### src/rtl/mem_stage_lsu_if.sv
// Data-memory bus between the memory-stage LSU (master) and the data memory (slave).
// Request fields are qualified by mem_req; mem_rdata is qualified by mem_ready.
interface mem_stage_lsu_if #(
  parameter int DATA_WIDTH    = 32,
  parameter int ADDRESS_WIDTH = 32
);
  logic                      mem_req;
  logic                      mem_we;
  logic [ADDRESS_WIDTH-1:0]  mem_addr;
  logic [DATA_WIDTH/8-1:0]   mem_be;
  logic [DATA_WIDTH-1:0]     mem_wdata;
  logic                      mem_ready;
  logic [DATA_WIDTH-1:0]     mem_rdata;

  modport master (
    output mem_req, mem_we, mem_addr, mem_be, mem_wdata,
    input  mem_ready, mem_rdata
  );

  modport slave (
    input  mem_req, mem_we, mem_addr, mem_be, mem_wdata,
    output mem_ready, mem_rdata
  );
endinterface

### src/rtl/mem_stage_lsu.sv
// Memory-stage load/store unit.
// Turns the EX/MEM address, store data and funct3 into a word-aligned request with byte
// enables, holds the pipeline stalled while the memory answers, and returns the
// sign/zero-extended load result. Misaligned, illegal-width and timed-out accesses raise
// a one-cycle fault pulse and clear the load result.
module mem_stage_lsu #(
  parameter int DATA_WIDTH    = 32,
  parameter int ADDRESS_WIDTH = 32,
  parameter int MAX_WAIT      = 255
) (
  input  logic                     clk_i,
  input  logic                     rst_ni,
  input  logic [ADDRESS_WIDTH-1:0] ALUResultM_i,
  input  logic [DATA_WIDTH-1:0]    WriteDataM_i,
  input  logic                     MemWriteM_i,
  input  logic [1:0]               ResultSrcM_i,
  input  logic [2:0]               funct3M_i,
  mem_stage_lsu_if.master          mem_bus,
  output logic [DATA_WIDTH-1:0]    ReadDataM_o,
  output logic                     StallM_o,
  output logic                     FaultM_o
);

  localparam int CNT_W = (MAX_WAIT < 1) ? 1 : $clog2(MAX_WAIT + 1);
  localparam logic [CNT_W-1:0] CNT_LAST = CNT_W'(MAX_WAIT);

  typedef enum logic [1:0] {
    ST_IDLE = 2'b00,
    ST_REQ  = 2'b01,
    ST_DONE = 2'b10
  } state_e;

  // Byte enables for an access of the given size (funct3[1:0]) at byte offset a.
  function automatic logic [3:0] lane_be(input logic [1:0] size, input logic [1:0] a);
    logic [3:0] be;
    case (size)
      2'b00:   be = 4'b0001 << a;
      2'b01:   be = a[1] ? 4'b1100 : 4'b0011;
      2'b10:   be = 4'b1111;
      default: be = 4'b0000;
    endcase
    return be;
  endfunction

  // Store data replicated across every lane, so the byte enables alone pick the target.
  function automatic logic [31:0] lane_wdata(input logic [1:0] size, input logic [31:0] wd);
    logic [31:0] d;
    case (size)
      2'b00:   d = {4{wd[7:0]}};
      2'b01:   d = {2{wd[15:0]}};
      2'b10:   d = wd;
      default: d = 32'h0000_0000;
    endcase
    return d;
  endfunction

  // Select the addressed lane of the read word and extend it to register width.
  function automatic logic [31:0] load_extend(input logic [2:0] f3, input logic [1:0] a,
                                              input logic [31:0] w);
    logic [7:0]  b;
    logic [15:0] h;
    logic [31:0] r;
    b = w[{a, 3'b000} +: 8];
    h = a[1] ? w[31:16] : w[15:0];
    case (f3)
      3'd0:    r = {{24{b[7]}}, b};
      3'd1:    r = {{16{h[15]}}, h};
      3'd2:    r = w;
      3'd4:    r = {24'd0, b};
      3'd5:    r = {16'd0, h};
      default: r = 32'h0000_0000;
    endcase
    return r;
  endfunction

  state_e                   state_q;
  logic                     req_q;
  logic                     we_q;
  logic [ADDRESS_WIDTH-1:0] addr_q;
  logic [3:0]               be_q;
  logic [DATA_WIDTH-1:0]    wdata_q;
  logic [2:0]               f3_q;
  logic [1:0]               off_q;
  logic [CNT_W-1:0]         cnt_q;
  logic [CNT_W-1:0]         cnt_d;
  logic [DATA_WIDTH-1:0]    rdata_q;
  logic                     fault_q;

  logic access_s;
  logic f3_legal_s;
  logic align_ok_s;
  logic legal_s;
  logic timeout_s;
  logic [3:0] be_s;
  logic [DATA_WIDTH-1:0] wdata_s;

  assign access_s = MemWriteM_i | (ResultSrcM_i == 2'b01);
  assign legal_s  = f3_legal_s & align_ok_s;
  assign be_s     = lane_be(funct3M_i[1:0], ALUResultM_i[1:0]);
  assign wdata_s  = lane_wdata(funct3M_i[1:0], WriteDataM_i);

  // Decode funct3 legality and natural alignment of the incoming access.
  always_comb begin
    f3_legal_s = 1'b0;
    align_ok_s = 1'b0;
    case (funct3M_i)
      3'd0, 3'd1, 3'd2, 3'd4, 3'd5: f3_legal_s = 1'b1;
      default:                      f3_legal_s = 1'b0;
    endcase
    case (funct3M_i[1:0])
      2'b00:   align_ok_s = 1'b1;
      2'b01:   align_ok_s = (ALUResultM_i[0] == 1'b0);
      2'b10:   align_ok_s = (ALUResultM_i[1:0] == 2'b00);
      default: align_ok_s = 1'b0;
    endcase
  end

  // Wait counter next value; the timeout fires on the cycle the count would reach MAX_WAIT.
  always_comb begin
    cnt_d     = cnt_q + CNT_W'(1);
    timeout_s = 1'b0;
    if (cnt_d == CNT_LAST) begin
      timeout_s = 1'b1;
    end else begin
      timeout_s = 1'b0;
    end
  end

  // Access FSM: latches the request, waits for the memory, returns the result.
  always_ff @(posedge clk_i or negedge rst_ni) begin
    if (!rst_ni) begin
      state_q <= ST_IDLE;
      req_q   <= 1'b0;
      we_q    <= 1'b0;
      addr_q  <= '0;
      be_q    <= 4'b0000;
      wdata_q <= '0;
      f3_q    <= 3'd0;
      off_q   <= 2'b00;
      cnt_q   <= '0;
      rdata_q <= '0;
      fault_q <= 1'b0;
    end else begin
      case (state_q)
        ST_IDLE: begin
          fault_q <= 1'b0;
          if (access_s && legal_s) begin
            state_q <= ST_REQ;
            req_q   <= 1'b1;
            we_q    <= MemWriteM_i;
            addr_q  <= {ALUResultM_i[ADDRESS_WIDTH-1:2], 2'b00};
            be_q    <= be_s;
            wdata_q <= MemWriteM_i ? wdata_s : '0;
            f3_q    <= funct3M_i;
            off_q   <= ALUResultM_i[1:0];
            cnt_q   <= '0;
          end else if (access_s) begin
            fault_q <= 1'b1;
            rdata_q <= '0;
          end else begin
            cnt_q   <= '0;
          end
        end
        ST_REQ: begin
          if (mem_bus.mem_ready || timeout_s) begin
            // Completion beats timeout when ready arrives on the last permitted cycle.
            if (mem_bus.mem_ready) begin
              if (!we_q) begin
                rdata_q <= load_extend(f3_q, off_q, mem_bus.mem_rdata);
              end else begin
                rdata_q <= rdata_q;
              end
            end else begin
              fault_q <= 1'b1;
              rdata_q <= '0;
            end
            state_q <= ST_DONE;
            req_q   <= 1'b0;
            we_q    <= 1'b0;
            addr_q  <= '0;
            be_q    <= 4'b0000;
            wdata_q <= '0;
          end else begin
            cnt_q <= cnt_d;
          end
        end
        ST_DONE: begin
          // The pipeline advances on this edge, so the same instruction is never re-issued.
          fault_q <= 1'b0;
          cnt_q   <= '0;
          state_q <= ST_IDLE;
        end
        default: begin
          state_q <= ST_IDLE;
          req_q   <= 1'b0;
          we_q    <= 1'b0;
          addr_q  <= '0;
          be_q    <= 4'b0000;
          wdata_q <= '0;
          cnt_q   <= '0;
          fault_q <= 1'b0;
        end
      endcase
    end
  end

  // The issue cycle must stall before the request register is set; reset forces it low.
  assign StallM_o = rst_ni & (req_q | ((state_q == ST_IDLE) & access_s & legal_s));

  assign mem_bus.mem_req   = req_q;
  assign mem_bus.mem_we    = we_q;
  assign mem_bus.mem_addr  = addr_q;
  assign mem_bus.mem_be    = be_q;
  assign mem_bus.mem_wdata = wdata_q;
  assign ReadDataM_o       = rdata_q;
  assign FaultM_o          = fault_q;

  mem_stage_lsu_chk #(
    .DATA_WIDTH    (DATA_WIDTH),
    .ADDRESS_WIDTH (ADDRESS_WIDTH)
  ) u_chk (
    .clk_i     (clk_i),
    .rst_ni    (rst_ni),
    .mem_req   (mem_bus.mem_req),
    .mem_we    (mem_bus.mem_we),
    .mem_addr  (mem_bus.mem_addr),
    .mem_be    (mem_bus.mem_be),
    .mem_wdata (mem_bus.mem_wdata),
    .mem_ready (mem_bus.mem_ready),
    .FaultM_o  (FaultM_o)
  );

endmodule

// Bus protocol properties of the LSU master side.
module mem_stage_lsu_chk #(
  parameter int DATA_WIDTH    = 32,
  parameter int ADDRESS_WIDTH = 32
) (
  input logic                     clk_i,
  input logic                     rst_ni,
  input logic                     mem_req,
  input logic                     mem_we,
  input logic [ADDRESS_WIDTH-1:0] mem_addr,
  input logic [DATA_WIDTH/8-1:0]  mem_be,
  input logic [DATA_WIDTH-1:0]    mem_wdata,
  input logic                     mem_ready,
  input logic                     FaultM_o
);
  a_idle_zero: assert property (@(posedge clk_i) disable iff (!rst_ni)
    !mem_req |-> (!mem_we && (mem_addr == '0) && (mem_be == '0) && (mem_wdata == '0)));

  a_req_held: assert property (@(posedge clk_i) disable iff (!rst_ni)
    (mem_req && !mem_ready) |=> (mem_req || FaultM_o));
endmodule
### src/flat_wrapper.sv
// flat-port wrapper written by rule: the top's interface ports become plain ports
module mem_stage_lsu_flat 
#(
  parameter int DATA_WIDTH    = 32,
  parameter int ADDRESS_WIDTH = 32,
  parameter int MAX_WAIT      = 255
)
  (clk_i, rst_ni, ALUResultM_i, WriteDataM_i, MemWriteM_i, ResultSrcM_i, funct3M_i, ReadDataM_o, StallM_o, FaultM_o, mem_bus_mem_req, mem_bus_mem_we, mem_bus_mem_addr, mem_bus_mem_be, mem_bus_mem_wdata, mem_bus_mem_ready, mem_bus_mem_rdata);
  mem_stage_lsu_if #(.DATA_WIDTH(DATA_WIDTH), .ADDRESS_WIDTH(ADDRESS_WIDTH)) mem_bus_i ();
  input  logic clk_i;
  input  logic rst_ni;
  input  logic [ADDRESS_WIDTH-1:0] ALUResultM_i;
  input  logic [DATA_WIDTH-1:0] WriteDataM_i;
  input  logic MemWriteM_i;
  input  logic [1:0] ResultSrcM_i;
  input  logic [2:0] funct3M_i;
  output logic [DATA_WIDTH-1:0] ReadDataM_o;
  output logic StallM_o;
  output logic FaultM_o;
  output wire logic [$bits(mem_bus_i.mem_req)-1:0] mem_bus_mem_req;
  output wire logic [$bits(mem_bus_i.mem_we)-1:0] mem_bus_mem_we;
  output wire logic [$bits(mem_bus_i.mem_addr)-1:0] mem_bus_mem_addr;
  output wire logic [$bits(mem_bus_i.mem_be)-1:0] mem_bus_mem_be;
  output wire logic [$bits(mem_bus_i.mem_wdata)-1:0] mem_bus_mem_wdata;
  input wire logic [$bits(mem_bus_i.mem_ready)-1:0] mem_bus_mem_ready;
  input wire logic [$bits(mem_bus_i.mem_rdata)-1:0] mem_bus_mem_rdata;
  assign mem_bus_mem_req = mem_bus_i.mem_req;
  assign mem_bus_mem_we = mem_bus_i.mem_we;
  assign mem_bus_mem_addr = mem_bus_i.mem_addr;
  assign mem_bus_mem_be = mem_bus_i.mem_be;
  assign mem_bus_mem_wdata = mem_bus_i.mem_wdata;
  assign mem_bus_i.mem_ready = mem_bus_mem_ready;
  assign mem_bus_i.mem_rdata = mem_bus_mem_rdata;
  mem_stage_lsu #(.DATA_WIDTH(DATA_WIDTH), .ADDRESS_WIDTH(ADDRESS_WIDTH), .MAX_WAIT(MAX_WAIT)) u_core (.clk_i(clk_i), .rst_ni(rst_ni), .ALUResultM_i(ALUResultM_i), .WriteDataM_i(WriteDataM_i), .MemWriteM_i(MemWriteM_i), .ResultSrcM_i(ResultSrcM_i), .funct3M_i(funct3M_i), .mem_bus(mem_bus_i), .ReadDataM_o(ReadDataM_o), .StallM_o(StallM_o), .FaultM_o(FaultM_o));
endmodule
### config.mk
export PLATFORM = sky130hd
export DESIGN_NAME = mem_stage_lsu_flat
export DESIGN_NICKNAME = d
export VERILOG_FILES = /design/src/rtl/mem_stage_lsu_if.sv /design/src/rtl/mem_stage_lsu.sv /design/src/flat_wrapper.sv
export SDC_FILE = /design/constraint.sdc
export NUM_CORES = 1
export LEC_CHECK = 0
export CORE_UTILIZATION = 45
export DETAILED_ROUTE_END_ITERATION = 8
export PLACE_DENSITY = 0.85
export SETUP_SLACK_MARGIN = 0.15
export SLEW_MARGIN = 30
export SYNTH_ARGS = -nofsm -noshare
export SYNTH_HDL_FRONTEND = slang
export SYNTH_SLANG_ARGS = --single-unit
### constraint.sdc
create_clock -name clk_i -period 2.79 [get_ports clk_i]
set_input_delay 0.558 -clock clk_i [delete_from_list [all_inputs] [get_ports clk_i]]
set_output_delay 0.558 -clock clk_i [all_outputs]
set_load 0.02 [all_outputs]
==> After elaboration in Yosys (flattened, before gate mapping) <==
Index checks and enable logic that the tools add are counted.
{ "totals": {"regBits": 118, "in_bits": 105, "output_inout_bits": 104, "word_cells": 99} }
{ "classes": {"add_sub_neg": 1, "n_eq_ne": 22, "shifts": 2, "muxes": 40, "bitwise": 8, "reduce_logical": 15} }
{ "op_table": {"columns": ["cell", "n"], "rows": [
  ["$mux W32", 9],
  ["$pmux W32 S3", 3],
  ["$pmux W32 S5", 1],
  ["$pmux W32 S2", 1],
  ["$shiftx A32 B6 Y8", 1],
  ["$mux W8", 3],
  ["$pmux W4 S3", 2],
  ["$mux W16", 1],
  ["$pmux W8 S2", 1],
  ["$eq A3 B3 Y1 const B", 4],
  ["$mux W4", 3],
  ["$mux W1", 9],
  ["$pmux W1 S3", 3],
  ["$add A8 B1 Y8 const B", 1],
  ["$eq A8 B8 Y1 const B", 1],
  ["$reduce_and A2 Y1", 4],
  ["$eq A2 B1 Y1 const B", 3],
  ["$eq A3 B1 Y1 const B", 2],
  ["$eq A3 B2 Y1 const B", 2],
  ["$logic_not A2 Y1", 3],
  ["$logic_not A3 Y1", 2],
  ["$ne A2 B1 Y1 const B", 3],
  ["$ne A2 B2 Y1 const B", 3],
  ["$ne A3 B3 Y1 const B", 2],
  ["other kinds (14)", 21]
]} }

==> Logic depth before layout (Yosys ltp) <==
Gate-level depths: netlist of the first run.
{ "logic_depth": {"word_depth": 7, "depth_mapped": 8, "depth_no_buf": 7} }

==> Worst setup path before layout of the first run <==
No wires, ideal clock.
{ "synth_timing": {"path_kind": "input-to-output", "from": "input port funct3M_i[0]", "to": "output port StallM_o", "arrival_ns": 1.984, "required_ns": 2.232, "path_slack_ns": 0.248, "cell_stages": 7, "path_buffers": 2, "path_cell_list": "buf_2 -> nor4_1 -> nor2_1 -> nor2_1 -> buf_2 -> nor2_1 -> nor2b_1"} }
{ "synth_via": {"elab_chain_len": 7, "word_cells_on_any_way": 15, "cone_classes": "eq/ne (6); mux (2); bitwise (4); reduce/logical (3)"} }
{ "synth_lines": {"columns": ["element", "line", "text"], "rows": [
  ["start: declaration", "flat_wrapper.sv:16", "input logic [2:0] funct3M_i;"],
  ["$eq A3 B1 Y1, or another cell as far along", "mem_stage_lsu.sv:106", "case (funct3M_i)"],
  ["$reduce_or A5 Y1", "mem_stage_lsu.sv:106", null],
  ["$mux W1", "mem_stage_lsu.sv:106", null],
  ["$and A1 B1 Y1 *", "mem_stage_lsu.sv:98", "assign legal_s = f3_legal_s & align_ok_s;"],
  ["$and A1 B1 Y1 *", "mem_stage_lsu.sv:208", "assign StallM_o = rst_ni & (req_q | ((state_q == ST_IDLE) & access_s & legal_s));"],
  ["$or A1 B1 Y1 *", "mem_stage_lsu.sv:208", null],
  ["$and A1 B1 Y1 *", "mem_stage_lsu.sv:208", null],
  ["end: declaration", "flat_wrapper.sv:18", "output logic StallM_o;"]
]} }
Every way passes the cells marked *; elsewhere a longest branch is shown, timed or not.

==> Final worst setup path of the first run <==
Ends and elaborated chain as after synthesis.

==> run metrics, run 1 <==
share of flip-flops with an asynchronous set or reset=100%; routed len/inst=17.9 um; most common cell after layout, fill and taps aside=clkdlybuf4s50_1; Filler cells=874; Peak VDD IR=0.405 mV; critical path data required time=2.23 ns; Synthesis Warnings=0; Synth cell types=52; Num CTS Buffers=17; P_leak=0.00381 uW; Total Wirelength=18.0 mm; max cap viols=0; period utilization=89.4%; DP Worst Slack=-0.320 ns; DR pass1 iterations=5; register area share after synthesis=51.0%; total gr overflow=0; met3 WL=1.83 mm; outcome=completed; setup violators final=0; Placer Congestion=0.953; vias in the first global route=5507; CTS tree=yes; Layout area overhead=51.8%; number of synthesized flops with an enable pin=0; Buf/Inv on CP=2; Die Y=114 um; vias per cell=5.61; unrepaired setup endpoints after global routing=false; register area=2900 sq um; clk root buf=clkbuf_16; Worst-Skew Late Latency=0.41 ns; largest net degree at the start of global routing=117; startpoint types=primary input; clock-pin transition on the worst setup and hold timing paths=0.05 ns; FF-to-FF setup slack=0.39 ns; #FFs+latches synth=116; # rows=40; met1 wire length=7.25 mm; Iter 0 DRT Violations=459; crit path DAT=1.94 ns; max-slew violations=0; Largest delay share family, worst path=simple AND/OR/NAND/NOR gates; Tot GR Track Use=27.8%; initial antenna violation count=0; first-pass GRT wire length=28.1 mm; IO Pins=209; clock sink total=116; area of the multi-input gates=2590 sq um; fin area=8640 sq um; Slew HR=49.1%; clock skew=0.00687 ns; Critical Path, Cell by Cell=clkdlybuf4s50_1 -> nor4_4 -> nor2_1 -> nor2_2 -> nor2_1 -> nor2b_1 -> buf_2; die area=13100 sq um; WS Path Type=in2out; vias after detailed routing=5654; Ant. Diodes=0; post-route minimum period=2.49 ns; Initial Util=46.8%; layout cells sized above 1=9.29%; Mapped Area=5690 sq um; Die X=114 um; most used cell, CP=nor2_1; min-delay worst type=in2async; commonest cells after routing, fill and taps aside=clkdlybuf4s50_1 (204), nand2_1 (136), dfrtp_1 (116), o21ai_0 (76), a21oi_1 (54); Port Buffer Count=206; H-tree depth=4; syn_area_per_cell=9.15 sq um; Final Power=7310 uW; Peak Freq=401 MHz; Nets=934; Main synth FF type=dfrtp_1; met2 WL=8.47 mm; PwrDens=846 nW/um^2; worst-case clock buffer depth=2; CORE AREA=12200 sq um; DPL Wire Length=12.6 mm; setup ws final=0.295 ns; Worst Setup End Kind=output port; slowest cell delay on critical path=0.46 ns; Post-Route Utilization=71.1%; worst-path fanout max=2; DRT antenna net count=0; slowest cell on the critical path=clkdlybuf4s50_1; Final Hold Fails=0; Residual DRC=0; Cells after Synth=622; DP Area=7990 sq um; Top Metal Used=met4; Tightest Pin Transition=0.763 ns
==> final timing paths <==
path / startpoint / end / cells past startpoint
worst max-delay path: funct3M_i[0] / StallM_o / 7
worst min-delay path: rst_ni / u_core.cnt_q[6] / 2
worst max register to register: u_core.cnt_q[2] / u_core.ReadDataM_o[15] / 6
worst min register to register: u_core.ReadDataM_o[28] / u_core.ReadDataM_o[28] / 1
max in group asynchronous: rst_ni / u_core.mem_bus.mem_addr[24] / 2
min in group clk_i: u_core.ReadDataM_o[28] / u_core.ReadDataM_o[28] / 1
==> layer usage <==
| metal | vias up | global-route usage (%) |
|---|---|---|
| li1 | 2616 | - |
| met3 | 37 | 9.42 |
| met2 | 334 | 44.0 |
| met4 | 0 | 10.1 |
| met5 | - | 0 |
| met1 | 2667 | 35.6 |
==> through the flow <==
| stage | std cells | hold WS, ns | TNS [ns] |
|---|---|---|---|
| 6_report | 1008 | 0.291 | 0 |
| 5_1_grt | 1008 | 0.347 | 0 |
| 4_1_cts | 1008 | 0.326 | 0 |
| 3_5_place_dp | 976 | 0.464 | -2.31 |
| 3_3_place_gp | 976 | 0.458 | -0.385 |
| 2_1_floorplan | 623 | 0.262 | 0 |
==> registers in the layout (all words and copies together) (netlist names) <==
name                      count
u_core.FaultM_o               1
u_core.ReadDataM_o           32
u_core.cnt_q                  8
u_core.f3_q                   3
u_core.mem_bus.mem_addr      30
u_core.mem_bus.mem_be         4
u_core.mem_bus.mem_req        1
u_core.mem_bus.mem_wdata     32
u_core.mem_bus.mem_we         1
u_core.off_q                  2
u_core.state_q                2
==> repair_timing <==
item,in CTS,in global routing
endpoints found under the setup margin,1,1
pin swaps,1,0
setup buffers,0,0
hold buffers,0,0
gates cloned,0,0
resized for setup,4,3
==> logic make-up (layout without fill, tap and decap cells) <==
group	after synthesis	in the layout	synth area share (%)
AO/OA/AOI/OAI	222	222	24.7
AND/OR/NAND/NOR	209	209	15.9
flip-flops	116	116	51.0
buffers and inverters	53	270	4.20
multiplexers	18	18	3.56
adder cells (fa/ha/maj)	2	2	0.439
other	1	2	0.0659
XOR/XNOR	1	1	0.154
==> synth_stat cells, drive strengths merged (3+ instances only) <==
master     n  share of area (%)
a21oi     56                4.9
dfrtp    116                 51
nand4      3               0.33
and2       4               0.44
a31oi      4               0.44
o2bb2ai   10                1.5
o211ai     3               0.40
a222oi     6                1.1
nand3      7               0.62
inv        7               0.46
buf       16                1.7
nor3       4               0.35
o31ai     27                3.6
nand2    137                9.1
a21o      23                3.0
mux2       8                1.6
o21ai     77                6.8
clkbuf    30                2.0
mux2i      9                1.6
nand2b     3               0.33
nor2      27                1.8
a221oi     7                1.1
nor2b     14                1.5
==> power breakdown <==
part	total (uW)	switching, uW	internal (uW)
Combinational	2630	1460	1180
Sequential	2360	282	2080
Clock	2320	772	1550
Total	7310	2510	4800
==> final cells by class <==
cell class,instances,share of cell area (%)
clock inverter,11,2.04
multi-input combinational,454,29.9
timing repair buffer,231,26.4
tap,168,2.43
sequential,116,33.6
inverter,7,0.304
clock buffer,21,5.33
(Power assumes the default switching activity.)
==> inputs of run 2 (changes only) <==
SKIP_LAST_GASP = 1   (was unset)
==> results of run 2 <==
Final layout, timing and power as in run 1 (identical DEF).
